**config.mk**
```make
export PLATFORM = sky130hd
export DESIGN_NAME = seven_segment_mux_counter
export DESIGN_NICKNAME = d
export VERILOG_FILES = /design/src/rtl/seven_seg_pkg.sv /design/src/rtl/seven_seg_decode.sv /design/src/rtl/seven_segment_mux_counter.sv
export SDC_FILE = /design/constraint.sdc
export NUM_CORES = 1
export LEC_CHECK = 0
export BUFFER_PORTS_ARGS = -buffer_cell sky130_fd_sc_hd__buf_4
export CAP_MARGIN = 25
export CORE_MARGIN = 2
export CORE_UTILIZATION = 35
export CTS_CLUSTER_SIZE = 12
export DETAILED_ROUTE_END_ITERATION = 10
export GPL_ROUTABILITY_DRIVEN = 1
export SLEW_MARGIN = 20
export SYNTH_ARGS = -nofsm -noshare
export SYNTH_HDL_FRONTEND = slang
export SYNTH_SLANG_ARGS = --single-unit
```
**constraint.sdc**
```tcl
create_clock -name clk -period 8.1 [get_ports clk]
set_input_delay 0.405 -clock clk [delete_from_list [all_inputs] [get_ports clk]]
set_output_delay 0.405 -clock clk [all_outputs]
set_load 0.005 [all_outputs]
```
**src/rtl/seven_seg_pkg.sv**
```systemverilog
// Shared constants for the seven-segment counter: BCD digit width, segment
// width and the BCD-to-segment lookup table (bit0 = a .. bit6 = g).
package seven_seg_pkg;

    localparam int BCD_W       = 4;
    localparam int SEG_W       = 7;
    localparam int NUM_SYMBOLS = 10;

    typedef logic [BCD_W-1:0] bcd_t;
    typedef logic [SEG_W-1:0] seg_t;

    localparam seg_t SEG_TABLE [NUM_SYMBOLS] = '{
        7'h3F, 7'h06, 7'h5B, 7'h4F, 7'h66,
        7'h6D, 7'h7D, 7'h07, 7'h7F, 7'h6F
    };

endpackage

```
**src/rtl/seven_seg_decode.sv**
```systemverilog
// Combinational BCD-to-segment decoder; codes above 9 blank the display.
module seven_seg_decode
    import seven_seg_pkg::*;
(
    input  logic [BCD_W-1:0] i_bcd,
    output logic [SEG_W-1:0] o_seg
);

    // NOTE: every output of a combinational block gets a default first,
    // otherwise the untaken branch infers a latch.
    always_comb begin
        o_seg = '0;
        if (i_bcd < BCD_W'(NUM_SYMBOLS)) begin
            o_seg = SEG_TABLE[i_bcd];
        end
    end

endmodule

```
**src/rtl/seven_segment_mux_counter.sv**
```systemverilog
// Prescaled BCD up/down counter with a multiplexed seven-segment display
// driver. The prescaler period is programmable at run time.
module seven_segment_mux_counter
    import seven_seg_pkg::*;
#(
    parameter int DIGITS          = 4,
    parameter int CMP_WIDTH       = 24,
    parameter int DEFAULT_COMPARE = 10_000_000,
    parameter int SCAN_DIV        = 10
) (
    input  logic                      clk,
    input  logic                      reset_n,
    input  logic                      enable,
    input  logic                      count_down,
    input  logic                      clear,
    input  logic                      update_compare,
    input  logic [CMP_WIDTH-1:0]      compare_in,
    output logic [SEG_W-1:0]          led_out,
    output logic [DIGITS-1:0]         digit_sel,
    output logic [BCD_W*DIGITS-1:0]   value_out,
    output logic                      tick,
    output logic                      wrap
);

    localparam int                   IDX_W    = (DIGITS > 1) ? $clog2(DIGITS) : 1;
    localparam logic [IDX_W-1:0]     LAST_IDX = IDX_W'(DIGITS - 1);
    localparam logic [CMP_WIDTH-1:0] CMP_ONE  = CMP_WIDTH'(1);

    logic [CMP_WIDTH-1:0]    r_compare;
    logic [CMP_WIDTH-1:0]    r_presc;
    logic [CMP_WIDTH-1:0]    w_period;
    logic                    w_tick_due;
    logic [BCD_W*DIGITS-1:0] r_count;
    logic [BCD_W*DIGITS-1:0] w_count_next;
    logic                    w_carry;
    logic                    r_tick;
    logic                    r_wrap;
    logic [SCAN_DIV-1:0]     r_scan;
    logic [IDX_W-1:0]        r_idx;
    logic [DIGITS-1:0]       r_digit_sel;
    logic [SEG_W-1:0]        r_led;
    logic [SEG_W-1:0]        w_seg;
    logic [BCD_W-1:0]        w_cur_digit;

    // A zero period behaves as one so the prescaler never gets stuck.
    assign w_period   = (r_compare == '0) ? CMP_ONE : r_compare;
    assign w_tick_due = enable && (r_presc == w_period - CMP_ONE);

    // Ripple carry/borrow through the digits; w_carry out of the top is the wrap.
    always_comb begin
        w_count_next = r_count;
        w_carry      = 1'b1;
        for (int i = 0; i < DIGITS; i++) begin
            if (w_carry) begin
                if (!count_down) begin
                    if (r_count[i*BCD_W +: BCD_W] == BCD_W'(9)) begin
                        w_count_next[i*BCD_W +: BCD_W] = '0;
                    end else begin
                        w_count_next[i*BCD_W +: BCD_W] = r_count[i*BCD_W +: BCD_W] + BCD_W'(1);
                        w_carry = 1'b0;
                    end
                end else begin
                    if (r_count[i*BCD_W +: BCD_W] == '0) begin
                        w_count_next[i*BCD_W +: BCD_W] = BCD_W'(9);
                    end else begin
                        w_count_next[i*BCD_W +: BCD_W] = r_count[i*BCD_W +: BCD_W] - BCD_W'(1);
                        w_carry = 1'b0;
                    end
                end
            end
        end
    end

    // NOTE: clocked state uses non-blocking assignments so every register
    // samples the pre-edge values regardless of statement order.
    always_ff @(posedge clk or negedge reset_n) begin
        if (!reset_n) begin
            r_compare <= CMP_WIDTH'(DEFAULT_COMPARE);
            r_presc   <= '0;
            r_count   <= '0;
            r_tick    <= 1'b0;
            r_wrap    <= 1'b0;
        end else begin
            r_tick <= 1'b0;
            r_wrap <= 1'b0;
            if (clear) begin
                r_presc <= '0;
                r_count <= '0;
                if (update_compare) begin
                    r_compare <= compare_in;
                end
            end else if (update_compare) begin
                r_compare <= compare_in;
                r_presc   <= '0;
            end else if (w_tick_due) begin
                r_presc <= '0;
                r_count <= w_count_next;
                r_tick  <= 1'b1;
                r_wrap  <= w_carry;
            end else if (enable) begin
                r_presc <= r_presc + CMP_ONE;
            end
        end
    end

    assign w_cur_digit = r_count[BCD_W*int'(r_idx) +: BCD_W];

    seven_seg_decode u_decode (
        .i_bcd (w_cur_digit),
        .o_seg (w_seg)
    );

    // Select and segments are both registered from r_idx so they never skew.
    always_ff @(posedge clk or negedge reset_n) begin
        if (!reset_n) begin
            r_scan      <= '0;
            r_idx       <= '0;
            r_digit_sel <= DIGITS'(1);
            r_led       <= SEG_TABLE[0];
        end else begin
            r_scan <= r_scan + SCAN_DIV'(1);
            if (&r_scan) begin
                r_idx <= (r_idx == LAST_IDX) ? '0 : r_idx + IDX_W'(1);
            end
            r_digit_sel <= DIGITS'(1) << r_idx;
            r_led       <= w_seg;
        end
    end

    assign led_out   = r_led;
    assign digit_sel = r_digit_sel;
    assign value_out = r_count;
    assign tick      = r_tick;
    assign wrap      = r_wrap;

endmodule

```
==> run summary <==
Synth area leaders: dfrtp_1 (31%), dfstp_2 (6.6%), ha_1 (5.2%)
Largest family of logic cells by synthesized area: simple AND/OR/NAND/NOR gates
Yosys warns: 0
Vias: 5,210
Ys async rst share: 100%
Clk_lat worst skew: 0.36 ns
NumNets Final: 746
Endpoints failing hold: 0
Initial Util: 35.9%
Final min period: 4.71 ns
Slowest cell on the critical path: or4b_1
Final HPWL from detailed placement: 11.0 mm
Post-CTS Resized: 0
Post-synthesis xor/xnor area fraction: 4.84%
Setup TNS: 0 ns
Port bufs: 58
Simple-gate share of the synthesized area: 23.4%
Final period utilization: 58.1%
Global-route wire length before repair: 25.0 mm
Initial drt markers: 339
Diode count: 0
Maximum buffer depth of the clock tree: 2
Placement Cell Area: 0.00659 mm2
Register area: 0.00225 mm2
Pin count of the biggest net entering global routing: 59
Worst IR drop on VDD: 0.124 mV
Status: finished clean
Syn_nets: 705
Crit-path max FO: 17
Largest stage delay, worst path: 0.59 ns
Slew headroom: 47.3%
CTS sink cnt: 89
Synth Area in Adders: 5.23%
Worst Hold Class: in2reg
Synthesized area: 0.00598 mm2
Critical path arrival: 4.95 ns
EDFF count, synth: 0
Wire per inst: 16.5 um
Final Max Tran Viols: 0
Reported leakage power: 2.76 nW
Drt pass-1 iters: 5
Clock slew at reported path FFs: 0.06 ns
WP data required: 8.34 ns
Commonest non-fill, non-tap cell in the layout: dfrtp_1
Worst path most repeated cell: or4_1
Synth area leader: dfrtp_1
Mux contribution to synthesized area: 8.75%
Slew @ Worst Pin: 0.784 ns
Die H: 135 um
Vias per inst: 5.69
Worst Setup Path Type: reg2reg
Final Cell Area: 0.00691 mm2
GPL Wtd Cong: 0.916
Area of the multi-input gates: 0.00348 mm2
CTS H-tree depth: 3
Post-route ant nets: 0
P per Cell Area: 148 mW/mm2
Most frequent cells in the layout: dfrtp_1 (74), buf_4 (61), nand2_1 (56), nand3_1 (43), nor2_1 (42)
Fillers: 1,648
Total GRT Usage: 17.1%
Distinct cells, synth: 74
Fmax: 212 MHz
CTS root buffer: clkbuf_16
Unrepaired setup endpoints after global routing: false
Area Overhead vs Synth: 15.5%
Residual DRC: 0
GRT overflow: 0
Vias in the first global route: 4,898
Final Skew: 0.00865 ns
Post-Syn Instances: 650
Die width: 135 um
Full die area: 0.0181 mm2
Ratio of cells with drive above 1 in the final layout: 20.4%
Max-capacitance violation count: 0
Setup crit end kind: register
Hold slack: 0.270 ns
Cell Rows: 47
Flop and latch count out of synthesis: 89
Initial antenna violation count: 0
Post-Route WL: 15.1 mm
Yosys top cell area share: 31.0%
Crit path launch type: register
Syn_area_per_cell: 9.20 um2
Total CTS buffers: 9
CTS tree: built
Post-synthesis sequential area ratio: 37.6%
IO Count: 59
Top FF cell, synth: dfrtp_1
CP cell instances: nor3_1 > and4_1 > a31oi_1 > ha_1 > or4b_1 > or4_1 > and3_1 > or4_1 > or2_0 > o31a_1 > buf_8 > a21o_1 > a22o_1
Final setup violation count: 0
Core footprint: 0.0166 mm2
Synth Area in Compound Gates: 15.9%
per-layer routing:
layer | GRT usage, % | vias to the layer above | routed length [um]
li1 | - | 2470 | -
met1 | 21.9 | 2568 | 6650
met2 | 28.9 | 144 | 7430
met3 | 3.23 | 28 | 634
met4 | 6.32 | 0 | 374
met5 | 0 | - | 0
cells by family (layout without fill, tap and decap cells):
group | count (synthesis) | after routing
AO/OA/AOI/OAI | 137 | 137
XOR/XNOR | 33 | 33
adder cells (fa/ha/maj) | 25 | 25
buffers and inverters | 64 | 110
flip-flops | 89 | 89
multiplexers | 44 | 44
AND/OR/NAND/NOR | 258 | 258
cells in the mapped netlist, types with 8 or more instances:
library cell	count
dfrtp_1	74
nand2_1	56
nand3_1	43
nor2_1	42
inv_1	31
clkbuf_1	28
mux2_2	26
a21oi_1	25
ha_1	25
o21ai_0	23
xnor2_1	23
nor3_1	16
dfstp_2	15
mux2i_1	14
and3_1	13
nand2b_1	12
a31oi_1	11
nand4_1	10
xor2_1	10
o211ai_1	9
o31ai_1	8
or3_1	8
final timing paths:
path	startpoint	to	slack [ns]	depth (start not counted)
max in group asynchronous	reset_n	r_presc[18]$_DFFE_PN0P_	6.48	3
min in group asynchronous	reset_n	value_out[11]$_DFFE_PN0P_	0.53	2
worst max-delay path	r_compare[19]$_DFFE_PN1P_	r_presc[23]$_DFFE_PN0P_	3.39	13
worst min-delay path	compare_in[6]	r_compare[6]$_DFFE_PN0P_	0.27	3
worst min register to register	r_scan[4]$_DFF_PN0_	r_scan[4]$_DFF_PN0_	0.48	1
worst max register to register	r_compare[19]$_DFFE_PN1P_	r_presc[23]$_DFFE_PN0P_	3.39	13
per-stage QoR:
step / power [mW] / utilization, % / setup WS (ns) / cells
finish: 1.03 / 41.5 / 3.39 / 916
global route: 1.07 / 41.5 / 3.05 / 916
CTS: 1.04 / 41.5 / 3.37 / 916
detailed placement: 0.604 / 39.6 / 3.40 / 899
global placement: 0.602 / 39.5 / 3.41 / 898
floorplan: 0.560 / - / 3.76 / 650
where the power goes:
part / switching [mW] / internal [mW] / leakage [nW]
sequential: 0.0247 / 0.460 / 1.14
clock: 0.187 / 0.242 / 0.146
combinational: 0.0608 / 0.0504 / 1.47
timing repair:
item,in CTS,in global routing
hold endpoints to repair,2,0
setup buffers,0,0
hold buffers,1,0
registers in the layout, summed over array words and instances, names as in the netlist, 2 cells and up:
name       cells
r_scan        10
r_compare     24
r_idx          2
led_out        7
r_presc       24
value_out     16
digit_sel      4
final cells by class:
cell class | count | share of cell area (%)
multi-input combinational | 497 | 50.4
sequential | 89 | 32.5
timing repair buffer | 63 | 6.99
tap | 220 | 3.99
clock buffer | 9 | 3.26
inverter | 31 | 1.69
clock inverter | 7 | 1.12
critical path: cells and delay by family (launching register included):
| kind | cells | cell delay [ns] |
|---|---|---|
| DFF | 1 | 0.58 |
| and+or+nand+nor | 7 | 2.44 |
| buffers and inverters | 1 | 0.26 |
| AOI/OAI and AO/OA | 4 | 1.06 |
| adders and majority gates | 1 | 0.25 |
No activity file was read; power rests on OpenSTA's default activity.
